--- config.mk ---
export PLATFORM = sky130hd
export DESIGN_NAME = fetch_buffer_u
export DESIGN_NICKNAME = d
export VERILOG_FILES = /design/src/rtl/fetch_buffer_u_pkg.sv /design/src/rtl/fetch_buffer_u_queue.sv /design/src/rtl/fetch_buffer_u.sv
export SDC_FILE = /design/constraint.sdc
export NUM_CORES = 1
export LEC_CHECK = 0
export CAP_MARGIN = 10
export CORE_MARGIN = 8
export CORE_UTILIZATION = 30
export CTS_CLUSTER_SIZE = 25
export DETAILED_ROUTE_END_ITERATION = 12
export GPL_TIMING_DRIVEN = 0
export MAX_ROUTING_LAYER = met4
export PLACE_DENSITY = 0.55
export SYNTH_ARGS = -nofsm -noshare
export SYNTH_HDL_FRONTEND = slang
export SYNTH_HIERARCHICAL = 1
export SYNTH_SLANG_ARGS = --single-unit
--- constraint.sdc ---
create_clock -name clk -period 3.6 [get_ports clk]
set_clock_uncertainty 0.2 [all_clocks]
set_input_delay 0.54 -clock clk [delete_from_list [all_inputs] [get_ports clk]]
set_output_delay 0.54 -clock clk [all_outputs]
set_load 0.02 [all_outputs]
--- src/rtl/fetch_buffer_u_pkg.sv ---
// Shared definitions for the fetch buffer: NOP encoding, FSM states, pointer
// sizing and a saturating adder used by the optional perf counters.
package fetch_buffer_u_pkg;

    localparam logic [31:0] NOP_INSN = 32'h0000_0013;

    typedef enum logic [1:0] {
        ST_FETCH = 2'd0,
        ST_WAIT  = 2'd1,
        ST_FULL  = 2'd2
    } fetch_state_t;

    function automatic int unsigned ptr_width(input int unsigned depth);
        return (depth > 1) ? $clog2(depth) : 1;
    endfunction

    function automatic logic [31:0] sat_add32(input logic [31:0] a, input logic [31:0] b);
        logic [32:0] sum;
        sum = {1'b0, a} + {1'b0, b};
        return sum[32] ? '1 : sum[31:0];
    endfunction

endpackage

--- src/rtl/fetch_buffer_u_queue.sv ---
// Circular prefetch queue: DEPTH entries of {instruction, pc} with push, pop
// and single-cycle clear; head is a combinational read at the read pointer.
module fetch_queue
    import fetch_buffer_u_pkg::*;
#(
    parameter int unsigned XLEN  = 32,
    parameter int unsigned DEPTH = 4
) (
    input  logic                       clk,
    input  logic                       rst_n,
    input  logic                       i_clear,
    input  logic                       i_push,
    input  logic                       i_pop,
    input  logic [XLEN-1:0]            i_ir,
    input  logic [XLEN-1:0]            i_pc,
    output logic [XLEN-1:0]            o_head_ir,
    output logic [XLEN-1:0]            o_head_pc,
    output logic [$clog2(DEPTH+1)-1:0] o_count
);

    localparam int unsigned PW = ptr_width(DEPTH);
    localparam int unsigned CW = $clog2(DEPTH + 1);

    logic [XLEN-1:0] r_ir_mem [DEPTH];
    logic [XLEN-1:0] r_pc_mem [DEPTH];
    logic [PW-1:0]   r_rd_ptr;
    logic [PW-1:0]   r_wr_ptr;
    logic [CW-1:0]   r_count;

    // Storage needs no reset: nothing is visible until count says so.
    always_ff @(posedge clk) begin
        if (i_push && !i_clear) begin
            r_ir_mem[r_wr_ptr] <= i_ir;
            r_pc_mem[r_wr_ptr] <= i_pc;
        end
    end

    always_ff @(posedge clk or negedge rst_n) begin
        if (!rst_n) begin
            r_rd_ptr <= '0;
            r_wr_ptr <= '0;
            r_count  <= '0;
        end else if (i_clear) begin
            r_rd_ptr <= '0;
            r_wr_ptr <= '0;
            r_count  <= '0;
        end else begin
            if (i_push) r_wr_ptr <= r_wr_ptr + PW'(1);
            if (i_pop)  r_rd_ptr <= r_rd_ptr + PW'(1);
            case ({i_push, i_pop})
                2'b10:   r_count <= r_count + CW'(1);
                2'b01:   r_count <= r_count - CW'(1);
                default: r_count <= r_count;
            endcase
        end
    end

    assign o_head_ir = r_ir_mem[r_rd_ptr];
    assign o_head_pc = r_pc_mem[r_rd_ptr];
    assign o_count   = r_count;

endmodule

--- src/rtl/fetch_buffer_u.sv ---
// Instruction-fetch unit with a DEPTH-entry prefetch queue, wait-state and
// redirect handling. Optional perf counters are built when FETCH_PERF_EN is defined.
module fetch_buffer_u
    import fetch_buffer_u_pkg::*;
#(
    parameter int unsigned      XLEN     = 32,
    parameter int unsigned      DEPTH    = 4,
    parameter logic [XLEN-1:0]  RESET_PC = '0
) (
    input  logic                       clk,
    input  logic                       rst_n,
    output logic [XLEN-1:0]            iad,
    input  logic [XLEN-1:0]            idt,
    input  logic                       acki_n,
    input  logic                       redirect,
    input  logic [XLEN-1:0]            redirect_pc,
    input  logic                       stall,
    output logic                       ir_valid,
    output logic [XLEN-1:0]            ir,
    output logic [XLEN-1:0]            pc,
    output logic [XLEN-1:0]            pc4,
    output logic [$clog2(DEPTH+1)-1:0] count,
    output logic [31:0]                perf_wait_cnt,
    output logic [31:0]                perf_flush_cnt
);

    localparam int unsigned CW = $clog2(DEPTH + 1);

    logic [XLEN-1:0] r_fetch_pc;
    fetch_state_t    r_state;

    logic [XLEN-1:0] w_head_ir;
    logic [XLEN-1:0] w_head_pc;
    logic [CW-1:0]   w_count;
    logic            w_valid;
    logic            w_room;
    logic            w_pop;
    logic            w_push;
    logic [XLEN-1:0] w_redirect_target;

    assign w_valid           = (w_count != '0);
    assign w_room            = (w_count < CW'(DEPTH));
    assign w_pop             = w_valid & ~stall & ~redirect;
    assign w_push            = ~redirect & ~acki_n & (w_room | w_pop);
    assign w_redirect_target = redirect_pc & ~XLEN'(3);

    fetch_queue #(
        .XLEN  (XLEN),
        .DEPTH (DEPTH)
    ) u_queue (
        .clk       (clk),
        .rst_n     (rst_n),
        .i_clear   (redirect),
        .i_push    (w_push),
        .i_pop     (w_pop),
        .i_ir      (idt),
        .i_pc      (r_fetch_pc),
        .o_head_ir (w_head_ir),
        .o_head_pc (w_head_pc),
        .o_count   (w_count)
    );

    always_ff @(posedge clk or negedge rst_n) begin
        if (!rst_n) begin
            r_fetch_pc <= RESET_PC;
        end else if (redirect) begin
            r_fetch_pc <= w_redirect_target;
        end else if (w_push) begin
            r_fetch_pc <= r_fetch_pc + XLEN'(4);
        end
    end

    always_ff @(posedge clk or negedge rst_n) begin
        if (!rst_n) begin
            r_state <= ST_FETCH;
        end else if (redirect) begin
            r_state <= ST_FETCH;
        end else begin
            case (r_state)
                ST_FETCH: begin
                    if (acki_n)               r_state <= ST_WAIT;
                    else if (!w_room && !w_pop) r_state <= ST_FULL;
                end
                ST_WAIT: begin
                    if (w_push) r_state <= ST_FETCH;
                end
                ST_FULL: begin
                    if (w_pop) r_state <= ST_FETCH;
                end
                default: r_state <= ST_FETCH;
            endcase
        end
    end

`ifdef FETCH_PERF_EN
    logic [31:0] r_perf_wait_cnt;
    logic [31:0] r_perf_flush_cnt;

    always_ff @(posedge clk or negedge rst_n) begin
        if (!rst_n) begin
            r_perf_wait_cnt  <= '0;
            r_perf_flush_cnt <= '0;
        end else begin
            if (r_state == ST_WAIT) r_perf_wait_cnt  <= sat_add32(r_perf_wait_cnt, 32'd1);
            if (redirect)           r_perf_flush_cnt <= sat_add32(r_perf_flush_cnt, 32'(w_count));
        end
    end

    assign perf_wait_cnt  = r_perf_wait_cnt;
    assign perf_flush_cnt = r_perf_flush_cnt;
`else
    assign perf_wait_cnt  = '0;
    assign perf_flush_cnt = '0;
`endif

    assign iad      = r_fetch_pc;
    assign ir_valid = w_valid;
    assign ir       = w_valid ? w_head_ir : XLEN'(NOP_INSN);
    assign pc       = w_valid ? w_head_pc : '0;
    assign pc4      = w_valid ? (w_head_pc + XLEN'(4)) : '0;
    assign count    = w_count;

endmodule

# Word-level counts from Yosys, hierarchy flattened
# Memory sizes are Yosys's and may differ from the RTL's.
# Cells that the tools add are included.
[totals]
inputBits = 69
out_inout_bits = 196
latch_bits = 0
ram_bits = 256
n_memories = 2
mem_bits_ro = 0
regBits = 39
[op_classes]
bitwise_logic = 8
muxes = 13
magnitude_cmp = 1
reduce_logical = 6
div = 0
n_addsub = 6
shifts = 0
n_eq_ne = 2
n_mul = 0
[mem_list]
columns = ["name", "words", "word_bits", "read_ports", "rd_clocked_by_memory_dff", "write_ports", "line_no", "text"]
rows = [
  ["u_queue.r_ir_mem", 4, 32, 1, 0, 1, "fetch_buffer_u_queue.sv:24", "logic [XLEN-1:0] r_ir_mem [DEPTH];"],
  ["u_queue.r_pc_mem", 4, 32, 1, 0, 1, "fetch_buffer_u_queue.sv:25", "logic [XLEN-1:0] r_pc_mem [DEPTH];"],
]
[op_table]
columns = ["cell", "count"]
rows = [
  ["$mux 32", 5],
  ["$add 32x3->32 const B", 2],
  ["$mux 2", 4],
  ["$pmux 3 s2", 1],
  ["$reduce_bool 3->1", 2],
  ["$add 2x1->2 const B", 2],
  ["$and 1x1->1", 4],
  ["$reduce_bool 2->1", 2],
  ["$add 3x1->3 const B", 1],
  ["$lt 3x3->1 const B", 1],
  ["$mux 3", 1],
  ["$not 1->1", 3],
  ["$sub 3x1->3 const B", 1],
  ["$eq 2x1->1 const B", 1],
  ["$eq 2x2->1 const B", 1],
  ["$mux 1", 2],
  ["$logic_and 1x1->1", 1],
  ["$logic_not 1->1", 1],
  ["$or 1x1->1", 1],
]

# Longest topological paths before layout
[depth]
depth_word = 8
ltp_mapped = 9

# Cells and area by module
# The synthesis kept the hierarchy.
[modules_own_cells]
columns = ["module", "instances", "seq_area_each_um2", "cells_each", "area_per_inst_um2"]
rows = [
  ["fetch_queue", 1, 7862.5, 375, 9656.8],
  ["fetch_buffer_u", 1, 750.7, 494, 3618.5],
]

# Worst setup path before layout
# OpenSTA, ideal clock, no wires.
[synth_path]
path_type = "input to register"
startpoint = "input redirect"
endpoint = "memory u_queue.r_ir_mem[0][0], enable pin"
required_ps = 2971
cell_stages = 6
arrival_ps = 2936
setup_slack_ps = 35
n_path_buf = 3
path_cell_list = "clkbuf_1 -> clkbuf_1 -> nor2_1 -> buf_2 -> nor2b_1 -> and2_1"
[synth_via]
elab_chain_len = 7
word_cells_on_any_way = 9
cone_classes = "mux: 2; bitwise: 5; reduce/logical: 2"
[synth_rtl]
columns = ["element", "line_no", "text"]
rows = [
  ["start: declaration", "fetch_buffer_u.sv:15", "input logic redirect,"],
  ["$not 1->1 (*)", "fetch_buffer_u.sv:43, fetch_buffer_u.sv:44", ""],
  ["$and 1x1->1", "fetch_buffer_u.sv:43", "assign w_pop = w_valid & ~stall & ~redirect;"],
  ["$or 1x1->1", "fetch_buffer_u.sv:44", "assign w_push = ~redirect & ~acki_n & (w_room | w_pop);"],
  ["$and 1x1->1 (*)", "fetch_buffer_u.sv:44", ""],
  ["named net w_push", "fetch_buffer_u.sv:38", "logic w_push;"],
  ["$logic_and 1x1->1 (*)", "fetch_buffer_u_queue.sv:32", "if (i_push && !i_clear) begin"],
  ["$mux 1 (*)", "fetch_buffer_u_queue.sv:32", ""],
  ["$mux 1 (not written as such) (*)", "fetch_buffer_u_queue.sv:33", "r_ir_mem[r_wr_ptr] <= i_ir;"],
  ["end: declaration", "fetch_buffer_u_queue.sv:24", ""],
]
# The timed path passes the listed nets; every way through them passes the cells marked *.

# Final worst setup path
[layout_path]
startpoint = "register u_queue.r_rd_ptr[0]"
endpoint = "output pc4[24]"
[layout_via]
elab_chain_len = 3
[layout_rtl]
columns = ["element", "line_no", "text"]
rows = [
  ["start: declaration", "fetch_buffer_u_queue.sv:26", "logic [PW-1:0] r_rd_ptr;"],
  ["start signal: assignment", "fetch_buffer_u_queue.sv:49", "if (i_pop) r_rd_ptr <= r_rd_ptr + PW'(1);"],
  ["$mem_v2 4x32", "--", ""],
  ["named net w_head_pc[10]", "fetch_buffer_u.sv:33", "logic [XLEN-1:0] w_head_pc;"],
  ["$add 32x3->32", "fetch_buffer_u.sv:120", "assign pc4 = w_valid ? (w_head_pc + XLEN'(4)) : '0;"],
  ["$mux 32", "fetch_buffer_u.sv:120", ""],
  ["end: declaration", "fetch_buffer_u.sv:21", "output logic [XLEN-1:0] pc4,"],
]
# The timed path passes the listed nets, and every way through them passes these cells.

==> summary.md <==
| Metric | Value |
|---|---|
| Status | `complete, but fails checks` |
| Failing checks | `negative setup slack` |
| Hold Slack | `204 ps` |
| Vias | `8513` |
| RSZ-0062 raised after global routing | `yes` |
| Worst R2R Path Depth | `9` |
| Remaining antenna violation count | `0` |
| FF+latch area | `8620 µm²` |
| Most used DFF post-synth | `edfxtp_1` |
| First-pass detailed-route iteration total | `4` |
| Initial core utilization | `0.302` |
| Switch Pwr | `0.00259 W` |
| Fraction of layout cells with a size suffix above 1 | `0.291` |
| First-pass GRT wire length | `54.4 mm` |
| Worst vdd ir | `0.000197 V` |
| CP max stage delay | `640 ps` |
| Sequential area share after synthesis | `0.649` |
| Avg Cell Area, Syn | `15.3 µm²` |
| Critical Path End Type | `output port` |
| Post-synth EDFFs | `256` |
| Pwr Density | `510 nW/µm²` |
| YS warnings | `6` |
| Gr ovfl total | `0` |
| Filler cells | `4085` |
| Post-place setup slack | `-1310 ps` |
| Routed wl met2 | `18.7 mm` |
| Rows | `77` |
| Synthesis-to-finish area growth | `39.1%` |
| Hold WC Path Type | `input port to async pin` |
| Initial antenna violation count | `0` |
| Routed wl met3 | `1.70 mm` |
| H-Tree Depth | `2` |
| Actual slew at the worst max-slew pin | `745 ps` |
| Max-cap viol count | `0` |
| Post-Syn Area | `13300 µm²` |
| Leak Pwr | `6.58 nW` |
| Post-synth cell types | `56` |
| CP max stage cell | `or4_4` |
| Inserted Diodes | `0` |
| Final period util | `1.09` |
| F_max | `254 MHz` |
| Wire per inst | `20.0 µm` |
| Largest net degree at the start of global routing | `53` |
| CTS Buf Count | `34` |
| Final Hold Vio Count | `0` |
| Routability congestion estimate | `0.827` |
| CTS tree | `yes` |
| Chip Width | `226 µm` |
| Critical Path Fanout Max | `6` |
| Crit path launch type | `register` |
| Uppermost layer routed | `met4` |
| Tmin final | `3930 ps` |
| Die ar. | `51200 µm²` |
| Final-stage net count | `1305` |
| Pins over their slew limit | `0` |
| Register bit total from synthesis | `293` |
| TritonCTS Sinks | `293` |
| Clock power frac | `0.358` |
| Sequential share of power | `0.417` |
| Area of the multi-input gates | `4560 µm²` |
| Flop-to-flop setup slack | `800 ps` |
| Starting DRT DRC Count | `500` |
| CTS max path bufs | `3` |
| Core area | `43900 µm²` |
| Vias per cell | `4.61` |
| Post-Layout Cell Count | `1846` |
| GRT Util Overall | `0.143` |
| Clock latency on the worst-skew pair | `500 ps` |
| Fin worst setup slack | `-334 ps` |
| Synth Instances | `869` |
| DRC viols | `0` |
| CP arrival | `3190 ps` |
| Top cell by count, worst path | `buf_12` |
| # setup viols final | `19` |
| Boundary Pins | `265` |
| Slew margin rel. | `0.502` |
| Int Power | `0.00683 W` |
| Clock root cell | `clkbuf_16` |
| Clock-pin slew on the worst setup and hold paths | `60 ps` |
| RR Endpoint | `u_queue/o_count[2]` |
| Comb power frac | `0.225` |
| Critical path type | `register to output port` |
| DP HPWL | `25.4 mm` |
| Ys async rst share | `0.126` |
| Placed cells | `1735` |
| Switching share of power | `0.275` |
| TNS Setup | `-4670 ps` |
| Vias in the first global route | `8792` |
| Total wire length | `36.8 mm` |
| R2R Path Start | `u_queue/o_count[0]` |
| M1 WL | `15.7 mm` |
| Critical-path cell list | `buf_12 > buf_12 > mux4_2 > nand3_2 > or4_4 > buf_4 > nor4_4 > mux2_4 > buf_2` |
| Buffers on Ports | `196` |
| Die Height | `226 µm` |
| WP data required | `2860 ps` |
[layout by cell type, fill, tap and decap left out, types with 10 or more instances in the layout]
cell type and instances:
edfxtp_1 256, clkdlybuf4s50_1 164, buf_4 113, conb_1 74, mux4_2 64, and2_1 61, nor2_1 45, clkbuf_16 36
nand2_1 35, dfrtp_1 35, buf_6 28, nand4_1 23, nand3_1 22, clkbuf_1 19, o21ai_0 17, clkbuf_2 14
xor2_1 13, o31ai_1 12, inv_1 10, xnor2_1 10
[what timing repair did]
| action | 4_1_cts | 5_1_grt |
|---|---|---|
| gates cloned | 2 | 0 |
| gates resized for setup | 221 | 49 |
| buffers inserted | 38 | 14 |
| hold buffers | 1 | 0 |
| pin swaps | 22 | 15 |
| endpoints found under the setup margin | 90 | 39 |
| hold endpoints to repair | 37 | 0 |
[worst max-delay path, delay by kind of cell (launching register included)]
| family | cells | cell delay (ps) |
|---|---|---|
| simple gates | 3 | 910 |
| mux | 2 | 710 |
| buf+inv | 4 | 630 |
| flops | 1 | 430 |
[stage by stage]
stage                     utilization  instance area (µm²)  total power, W
final                           0.420                18500         0.00942
after CTS                       0.416                18300         0.00953
after floorplan                     -                13500         0.00501
after detailed placement        0.373                16400         0.00597
after global routing            0.420                18500         0.00981
after global placement          0.370                16300         0.00595
[layer usage]
metal  up-vias  global-route usage
met4         0              0.0398
met5         -                   -
met1      4277               0.178
met3        44              0.0226
li1       3948                   -
met2       244               0.242
[sequential cells by signal, summed over array words and instances, names as in the netlist]
name / flops
iad: 30
u_queue/o_count: 3
u_queue/r_pc_mem: 128
u_queue/r_ir_mem: 128
u_queue/r_wr_ptr: 2
u_queue/r_rd_ptr: 2
[power by group through the flow]
stage,Clock (W),Sequential [W],Combinational [W]
floorplan,0,0.00400,0.00101
global placement,0,0.00400,0.00195
detailed placement,0,0.00400,0.00197
CTS,0.00348,0.00393,0.00212
global route,0.00361,0.00394,0.00225
finish,0.00337,0.00393,0.00211
[synthesized netlist by cell type, types with 2 or more instances]
| cell type | number | area share |
|---|---|---|
| dfrtp_1 | 37 | 0.070 |
| inv_1 | 11 | 0.0031 |
| nor2_1 | 47 | 0.013 |
| a31oi_1 | 9 | 0.0042 |
| clkbuf_1 | 24 | 0.0068 |
| and4_1 | 6 | 0.0040 |
| and2_1 | 66 | 0.031 |
| or2_2 | 4 | 0.0019 |
| nor3b_1 | 4 | 0.0023 |
| edfxtp_1 | 256 | 0.58 |
| or4_1 | 11 | 0.0062 |
| nor3_1 | 14 | 0.0053 |
| a21oi_1 | 10 | 0.0038 |
| nor2b_1 | 5 | 0.0024 |
| nand4_1 | 23 | 0.011 |
| buf_2 | 10 | 0.0038 |
| ha_1 | 6 | 0.0057 |
| o31ai_1 | 14 | 0.0079 |
| mux2_2 | 10 | 0.0085 |
| xor2_1 | 14 | 0.0092 |
| buf_6 | 6 | 0.0051 |
| buf_4 | 70 | 0.040 |
| xnor2_1 | 11 | 0.0073 |
| or3_1 | 4 | 0.0019 |
| o41ai_1 | 2 | 0.0013 |
| and3_1 | 4 | 0.0019 |
| buf_1 | 2 | 0.00057 |
| o21ai_0 | 17 | 0.0064 |
| nand2b_1 | 4 | 0.0019 |
| nand3_1 | 25 | 0.0094 |
| nor4_1 | 9 | 0.0042 |
| a22oi_1 | 2 | 0.0011 |
| a2111oi_0 | 2 | 0.0013 |
| mux4_2 | 64 | 0.11 |
| nand2_1 | 37 | 0.010 |
| mux2i_1 | 3 | 0.0023 |
| o311ai_0 | 7 | 0.0046 |
[cell type report]
class | instances | area share
flip-flops and latches | 293 | 0.467
multi-input cells | 526 | 0.247
repair buffers | 255 | 0.140
clock buffers | 44 | 0.0504
plain buffers | 108 | 0.0439
well taps | 592 | 0.0401
clock inverters | 17 | 0.00962
inverters | 11 | 0.00224
[cells by family after synthesis]
group                    count (synthesis)  synth area share
AO/OA/AOI/OAI                           70            0.0354
XOR/XNOR                                25            0.0165
adder cells (fa/ha/maj)                  7           0.00716
buffers and inverters                  123            0.0589
flip-flops                             293             0.649
multiplexers                            77             0.119
other                                    1          0.000282
AND/OR/NAND/NOR                        273             0.114
[worst max path at each step]
stage               slack (ps)                start                     end
finish                    -330  u_queue/r_rd_ptr[0]                 pc4[24]
global route              -410  u_queue/r_rd_ptr[0]                 pc4[28]
CTS                       -390  u_queue/r_rd_ptr[0]                 pc4[27]
detailed placement       -1310  u_queue/r_rd_ptr[1]                 pc4[18]
global placement         -2360             redirect  u_queue/r_ir_mem[1][6]
floorplan                   40             redirect  u_queue/r_ir_mem[0][0]
Note: power is estimated with default switching activity, not from simulation.
